File: config.mk
export PLATFORM = sky130hd
export DESIGN_NAME = uart_tx
export DESIGN_NICKNAME = d
export VERILOG_FILES = /design/src/rtl/uart_tx.sv
export SDC_FILE = /design/constraint.sdc
export NUM_CORES = 1
export LEC_CHECK = 0
export CAP_MARGIN = 40
export CORE_AREA = 4 4 63 94
export DETAILED_ROUTE_END_ITERATION = 6
export DIE_AREA = 0 0 67 98
export GPL_ROUTABILITY_DRIVEN = 0
export GPL_TIMING_DRIVEN = 0
export MAX_ROUTING_LAYER = met4
export PLACE_DENSITY = 0.82
export SETUP_SLACK_MARGIN = 0.2
export SLEW_MARGIN = 40
export SYNTH_ARGS = -nofsm -noshare
export SYNTH_HDL_FRONTEND = slang
export SYNTH_SLANG_ARGS = --single-unit
File: constraint.sdc
create_clock -name clk_i -period 5.1 [get_ports clk_i]
set_input_delay 1.02 -clock clk_i [delete_from_list [all_inputs] [get_ports clk_i]]
set_output_delay 1.02 -clock clk_i [all_outputs]
set_load 0.05 [all_outputs]
File: src/rtl/uart_tx.sv
// uart_tx: 8N1 serial transmitter fed by a small byte FIFO.
//
// Each frame is one start bit (low), UART_DATA_LENGTH data bits sent LSB first,
// and one stop bit (high), with no parity. Every bit lasts BAUD_COUNTS_PER_BIT
// clock cycles. While the FIFO holds data, frames go out back-to-back.
//
// Ports
//   clk_i              system clock, rising edge
//   reset_i            asynchronous reset, active low (0 = reset)
//   data_i             byte to enqueue
//   data_valid_strb_i  enqueue request; one byte is taken per high cycle
//   ready_o            FIFO can accept a byte this cycle
//   overflow_strb_o    one-cycle pulse after a strobe was refused
//   fifo_count_o       number of bytes waiting, 0..FIFO_DEPTH
//   busy_o             a frame is in progress
//   tx_o               serial line (registered), idles high
//
// state   | meaning
// --------+-----------------------------------------------
// S_IDLE  | line high, waiting for a byte in the FIFO
// S_START | start bit, line low
// S_DATA  | data bits, line = shift_q[0]
// S_STOP  | stop bit, line high; chains into the next frame
module uart_tx #(
  parameter int UART_DATA_LENGTH           = 8,
  parameter int BAUD_COUNTS_PER_BIT        = 521,
  parameter int BAUD_RATE_COUNTER_BITWIDTH = 10,
  parameter int TX_COUNTER_BITWIDTH        = 3,
  parameter int FIFO_DEPTH                 = 4,
  parameter int FIFO_ADDR_WIDTH            = 2
) (
  input  logic                        clk_i,
  input  logic                        reset_i,
  input  logic [UART_DATA_LENGTH-1:0] data_i,
  input  logic                        data_valid_strb_i,
  output logic                        ready_o,
  output logic                        overflow_strb_o,
  output logic [FIFO_ADDR_WIDTH:0]    fifo_count_o,
  output logic                        busy_o,
  output logic                        tx_o
);

  localparam logic [BAUD_RATE_COUNTER_BITWIDTH-1:0] BAUD_LAST =
    BAUD_RATE_COUNTER_BITWIDTH'(BAUD_COUNTS_PER_BIT - 1);
  localparam logic [TX_COUNTER_BITWIDTH-1:0] BIT_LAST =
    TX_COUNTER_BITWIDTH'(UART_DATA_LENGTH - 1);
  localparam logic [FIFO_ADDR_WIDTH:0] FIFO_FULL = (FIFO_ADDR_WIDTH + 1)'(FIFO_DEPTH);

  typedef enum logic [1:0] {
    S_IDLE  = 2'd0,
    S_START = 2'd1,
    S_DATA  = 2'd2,
    S_STOP  = 2'd3
  } state_t;

  // FIFO
  logic [UART_DATA_LENGTH-1:0] fifo_mem [FIFO_DEPTH];
  logic [FIFO_ADDR_WIDTH-1:0]  wr_ptr_q, rd_ptr_q;
  logic [FIFO_ADDR_WIDTH:0]    count_q, count_d;
  logic                        push, pop;
  logic                        overflow_q;

  // Transmitter
  state_t                              state_q, state_d;
  logic [BAUD_RATE_COUNTER_BITWIDTH-1:0] baud_q, baud_d;
  logic [TX_COUNTER_BITWIDTH-1:0]      bit_idx_q, bit_idx_d;
  logic [UART_DATA_LENGTH-1:0]         shift_q, shift_d;
  logic                                tx_q, tx_d;
  logic                                baud_end;
  logic                                fifo_has_data;

  assign ready_o         = (count_q < FIFO_FULL);
  assign push            = data_valid_strb_i & ready_o;
  assign fifo_has_data   = (count_q != '0);
  assign fifo_count_o    = count_q;
  assign overflow_strb_o = overflow_q;
  assign busy_o          = (state_q != S_IDLE);
  assign tx_o            = tx_q;
  assign baud_end        = (baud_q == BAUD_LAST);

  // Storage needs no reset; only entries below the count are ever read.
  always_ff @(posedge clk_i) begin
    if (push) begin
      fifo_mem[wr_ptr_q] <= data_i;
    end
  end

  always_comb begin
    count_d = count_q;
    case ({push, pop})
      2'b10:   count_d = count_q + 1'b1;
      2'b01:   count_d = count_q - 1'b1;
      default: count_d = count_q;
    endcase
  end

  always_ff @(posedge clk_i or negedge reset_i) begin
    if (!reset_i) begin
      wr_ptr_q   <= '0;
      rd_ptr_q   <= '0;
      count_q    <= '0;
      overflow_q <= 1'b0;
    end else begin
      if (push) wr_ptr_q <= wr_ptr_q + 1'b1;
      if (pop)  rd_ptr_q <= rd_ptr_q + 1'b1;
      count_q    <= count_d;
      overflow_q <= data_valid_strb_i & ~ready_o;
    end
  end

  always_comb begin
    state_d   = state_q;
    baud_d    = baud_q + 1'b1;
    bit_idx_d = bit_idx_q;
    shift_d   = shift_q;
    pop       = 1'b0;

    case (state_q)
      S_IDLE: begin
        baud_d = '0;
        if (fifo_has_data) begin
          pop     = 1'b1;
          shift_d = fifo_mem[rd_ptr_q];
          state_d = S_START;
        end
      end
      S_START: begin
        if (baud_end) begin
          baud_d    = '0;
          bit_idx_d = '0;
          state_d   = S_DATA;
        end
      end
      S_DATA: begin
        if (baud_end) begin
          baud_d    = '0;
          shift_d   = shift_q >> 1;
          bit_idx_d = bit_idx_q + 1'b1;
          if (bit_idx_q == BIT_LAST) begin
            state_d = S_STOP;
          end
        end
      end
      S_STOP: begin
        if (baud_end) begin
          baud_d = '0;
          // Chain straight into the next start bit so frames stay contiguous.
          if (fifo_has_data) begin
            pop     = 1'b1;
            shift_d = fifo_mem[rd_ptr_q];
            state_d = S_START;
          end else begin
            state_d = S_IDLE;
          end
        end
      end
      default: begin
        baud_d  = '0;
        state_d = S_IDLE;
      end
    endcase
  end

  // The line level is registered from the next state so it changes on the
  // same edge as the state itself, with no combinational path to the pin.
  always_comb begin
    tx_d = 1'b1;
    case (state_d)
      S_START: tx_d = 1'b0;
      S_DATA:  tx_d = shift_d[0];
      default: tx_d = 1'b1;
    endcase
  end

  always_ff @(posedge clk_i or negedge reset_i) begin
    if (!reset_i) begin
      state_q   <= S_IDLE;
      baud_q    <= '0;
      bit_idx_q <= '0;
      shift_q   <= '0;
      tx_q      <= 1'b1;
    end else begin
      state_q   <= state_d;
      baud_q    <= baud_d;
      bit_idx_q <= bit_idx_d;
      shift_q   <= shift_d;
      tx_q      <= tx_d;
    end
  end

endmodule

* Word level (Yosys, flattened, before mapping)
Memories as Yosys holds them, arrays and structs flattened.
Index checks and enable logic that the tools add are counted.
** Word-level totals
- Output and inout port bits :: 7
- RAM bits :: 32
- Input bits :: 11
- Memories :: 1
- Flip-flop bits (word level) :: 32
** Memories
- fifo_mem :: words 4, bits a word 8, read ports 1, clocked after Yosys merged registers in 0, write ports 1, RTL line 57 : logic [UART_DATA_LENGTH-1:0] fifo_mem [FIFO_DEPTH];
** Operators by class
- Eq/ne operators :: 12
- Magnitude comparators :: 1
- Bitwise gates (word level) :: 3
- Multiplexer cells :: 23
- Add/subtract/negate cells :: 6
- Reductions and logical operators :: 9
** Operators with widths (number)
- 8-bit two-way mux :: 3
- 8-bit one-hot mux with 3 select lines :: 1
- 10-bit one-hot mux with 2 select lines :: 1
- 3-bit one-hot mux with 2 select lines :: 2
- 10-bit by 1-bit adder with 10-bit output (second input constant) :: 1
- 10-bit equality test (second input constant) :: 1
- 10-bit two-way mux :: 1
- 2-bit two-way mux :: 5
- 2-bit equality test (second input constant) :: 4
- 2-bit one-hot mux with 4 select lines :: 1
- 3-bit by 1-bit adder with 3-bit output (second input constant) :: 2
- 2-bit by 1-bit equality test with 1-bit output (second input constant) :: 3
- 3-bit two-way mux :: 2
- 2-bit != test (second input constant) :: 3
- 3-bit AND reduction :: 2
- 2-bit nonzero test :: 3
- 3-bit nonzero test :: 2
- 1-bit two-way mux :: 5
- 2-bit by 1-bit adder with 2-bit output (second input constant) :: 2
- 1-bit one-hot mux with 2 select lines :: 2
- 3-bit equality test (second input constant) :: 1
- 3-bit less-than comparator (second input constant) :: 1
- 3-bit OR reduction :: 1
- 3-bit by 1-bit subtractor with 3-bit output (second input constant) :: 1
- 3 further kinds :: 4

* Depth between registers and ports, before layout
- Depth in word-level cells :: 6
- Gate-level depth with buffers :: 11
- Mapped depth without buffers :: 11

* Least setup slack after synthesis
No wires, ideal clock.
- Kind :: input port to flip-flop
- From :: input data_valid_strb_i
- To :: register count_q[2] (netlist: fifo_count_o[2])
- Buffers on the path :: 1
- Arrival :: 2.262 ns
- Setup slack :: 2.698 ns
- Data required time :: 4.961 ns
- Stages on the path :: 9
- Path through :: nor2b_1 -> clkbuf_1 -> inv_1 -> ha_1 -> inv_1 -> fa_1 -> xor2_1 -> nor2_1 -> xnor2_1
** Between the ends
- Longest elaborated chain between the ends :: 3
- Elaborated cells on any way between the ends :: 5
** RTL lines
- start, declared :: RTL line 35 : input logic data_valid_strb_i,
- 1-bit AND (*) :: RTL line 73 : assign push = data_valid_strb_i & ready_o;
- 2-bit by 1-bit equality test with 1-bit output or 2-bit equality test (tied branches) :: RTL line 90 : case ({push, pop})
- 3-bit one-hot mux with 2 select lines or 2-bit nonzero test (tied branches)
- end signal, assigned :: RTL line 106 : count_q <= count_d;
- end, declared :: RTL line 59 : logic [FIFO_ADDR_WIDTH:0] count_q, count_d;
Every way passes the cells marked *; elsewhere a longest branch is shown, timed or not.
A chain may end at the register's enable or synchronous reset.

* Worst setup path in the final report
- From :: register state_q[1]
- To :: output busy_o
** Between the ends
- Longest elaborated chain between the ends :: 1
** RTL lines
- start, declared :: RTL line 64 : state_t state_q, state_d;
- start signal, assigned :: RTL line 183 : state_q <= state_d;
- 2-bit nonzero test :: RTL line 77 : assign busy_o = (state_q != S_IDLE);
- end, declared :: RTL line 39 : output logic busy_o,
Every way passes these cells.

==> out/qor.yml <==
final_layout:
  nets: 289
  n_fill_cell: 377
  final_common_cell: "edfxtp_1"
  layout_common_cells: "edfxtp_1 (32), dfrtp_1 (31), nand2_1 (27)"
  drive_gt1_frac: 0.164
  instances_no_fill: 336
  multi_input_comb_area_um2: 1160
  n_antenna_cell: 0
  final_core_util: 0.685
  seq_area_um2: 1760
  synthToLayoutAreaGrowth_pct: 15.2
status:
  status: "finished, final reports clean"
timing:
  period_minus_slack_ns: 3.12
  layout_setup_ws_ns: 1.98
  setup_viol: 0
  fmax_ghz: 0.321
  rsz0062_at_grt: "no"
  worst_hold_slack_ns: 0.492
  fin_worst_skew_ns: 0.00912
  fin_crit_sh: 0.611
  fin_setup_tns_ns: 0
  slew_headroom: 0.534
  maxSlewViolCount: 0
  hold_viol: 0
  worst_pin_slew_ns: 0.695
synthesis:
  synth_top_area_share: 0.318
  netlist_area_um2: 3020
  synth_warnings: 0
  async_reset_ff_frac: 0.500
  syn_inst: 234
  synth_largest_area_cell: "edfxtp_1"
  ys_seq_elements: 64
  synth_nets: 260
  synth_ff_type: "edfxtp_1"
  netlist_top_cells_area: "edfxtp_1 (32%), dfrtp_1 (26%), mux4_2 (6.0%)"
  synth_edf_count: 32
  ys_seq_area_frac: 0.583
  avgSynthCellArea_um2: 12.9
  ys_types: 48
critical_path:
  worstPathCellList: "inv_1 -> ha_1 -> inv_1 -> clkdlybuf4s50_1"
  max_stage_delay_ns: 0.79
  critPathKind: "flop to output pin"
  crit_top_cell: "inv_1"
  path_max_fanout: 7
  endpoint_kind: "output pin"
  cp-start-kind: "flop"
  critical_path_arrival_ns: 2.10
  critical-path-top-delay-family: "buffers and inverters"
  cp_num_buf_inv: 3
  required_ns: 4.08
  crit_slowest_cell: "clkdlybuf4s50_1"
clock_tree:
  cts_max_level: 3
  clock_sinks: 64
  cts_resized: 0
  cts_tree: "built"
  clk_latency_ns: 0.35
  root_buffer: "clkbuf_8"
  clk_pin_slew_ns: 0.07
  clock_path_buffers: 2
  cts_setup_buffers: 0
  cts-hold-fix-buffers: 0
  cts_buffers: 9
die:
  coreArea_um2: 5080
  chipHeight_um: 98
  rows: 32
  initial_core_util: 0.594
  die-area_um2: 6570
  num_io_pins: 18
  die_x_um: 67
placed_design:
  pre_cts_slack_ns: 2.17
  dpl.hpwl_um: 3570
  port_buffers: 17
  dp_cells: 320
global_route:
  overflow: 0
  grtUsageTotal: 0.181
  antenna_found_initial: 0
  grt_pass1_vias: 1937
  grt_pass1_wl_um: 8730
  grt_start_max_net_pins: 20
drt:
  drt_pass1_iterations: 4
  drtAntennaViolNets: 0
  drc_errors: 0
  wl_per_cell_um: 14.7
  first_iter_violations: 72
  totalWireLength_um: 4960
  viasPerCell: 5.45
  num_vias: 1832
flow_run:
  cap_viol_max_count: 0
min_path:
  holdCritPathClass: "flop to flop"
power:
  p_leak_nw: 1.39
  powerDensity_nw_per_um2: 533
  irDropWorstVdd_mv: 0.385
==> logic make-up (layout without fill, tap and decap cells) <==
logic type	Yosys count	in the layout	share of synthesized area
buffers and inverters	22	56	0.0327
AND/OR/NAND/NOR	70	70	0.116
AO/OA/AOI/OAI	39	39	0.0960
multiplexers	10	10	0.0666
XOR/XNOR	14	14	0.0406
adder cells (fa/ha/maj)	15	15	0.0646
flip-flops	64	64	0.583
==> registers in the layout (all words and copies together), names as in the netlist <==
signal / cells
fifo_mem: 32
baud_q: 10
shift_q: 8
bit_idx_q: 3
fifo_count_o: 3
rd_ptr_q: 2
state_q: 2
wr_ptr_q: 2
overflow_strb_o: 1
tx_o: 1
==> metal layers <==
metal / GRT usage / routed length, um
met2: 0.304 / 2750
met5: - / 0
met3: 0.0391 / 145
met1: 0.195 / 1970
met4: 0.0922 / 83
==> final timing paths <==
kind | startpoint | to | slack (ns) | cells after the start
worst max-delay path | state_q[1] | busy_o | 1.98 | 4
worst min-delay path | baud_q[0] | baud_q[0] | 0.49 | 1
worst max register to register | baud_q[0] | fifo_count_o[2] | 2.47 | 11
worst min register to register | baud_q[0] | baud_q[0] | 0.49 | 1
max in group asynchronous | reset_i | shift_q[4] | 4.11 | 2
min in group asynchronous | reset_i | baud_q[6] | 0.58 | 1
==> cells in the mapped netlist, types with 5 or more instances <==
library cell  number
mux4_2             8
nor2_1            17
a21oi_1           14
o31ai_1            6
xnor2_1           10
nand2_1           27
inv_1             14
and2_1             5
edfxtp_1          32
ha_1              14
dfrtp_1           31
==> power by group <==
group	switching [mW]	internal (mW)
Combinational	0.434	0.319
Clock	0.206	0.181
Sequential	0.0639	0.654
==> through the flow <==
stage / area (um2) / total power [mW]
after floorplan: 3020 / 1.30
after global placement: 3280 / 1.46
after detailed placement: 3300 / 1.49
after CTS: 3480 / 1.88
after global routing: 3480 / 1.99
final: 3480 / 1.86
==> final cells by class <==
type / count / area share
clock inverters: 7 / 0.0165
inverters: 14 / 0.0151
multi-input cells: 148 / 0.333
clock buffers: 9 / 0.0356
well taps: 68 / 0.0244
flip-flops and latches: 64 / 0.506
plain buffers: 8 / 0.0133
repair buffers: 18 / 0.0553
(Power assumes the default switching activity.)
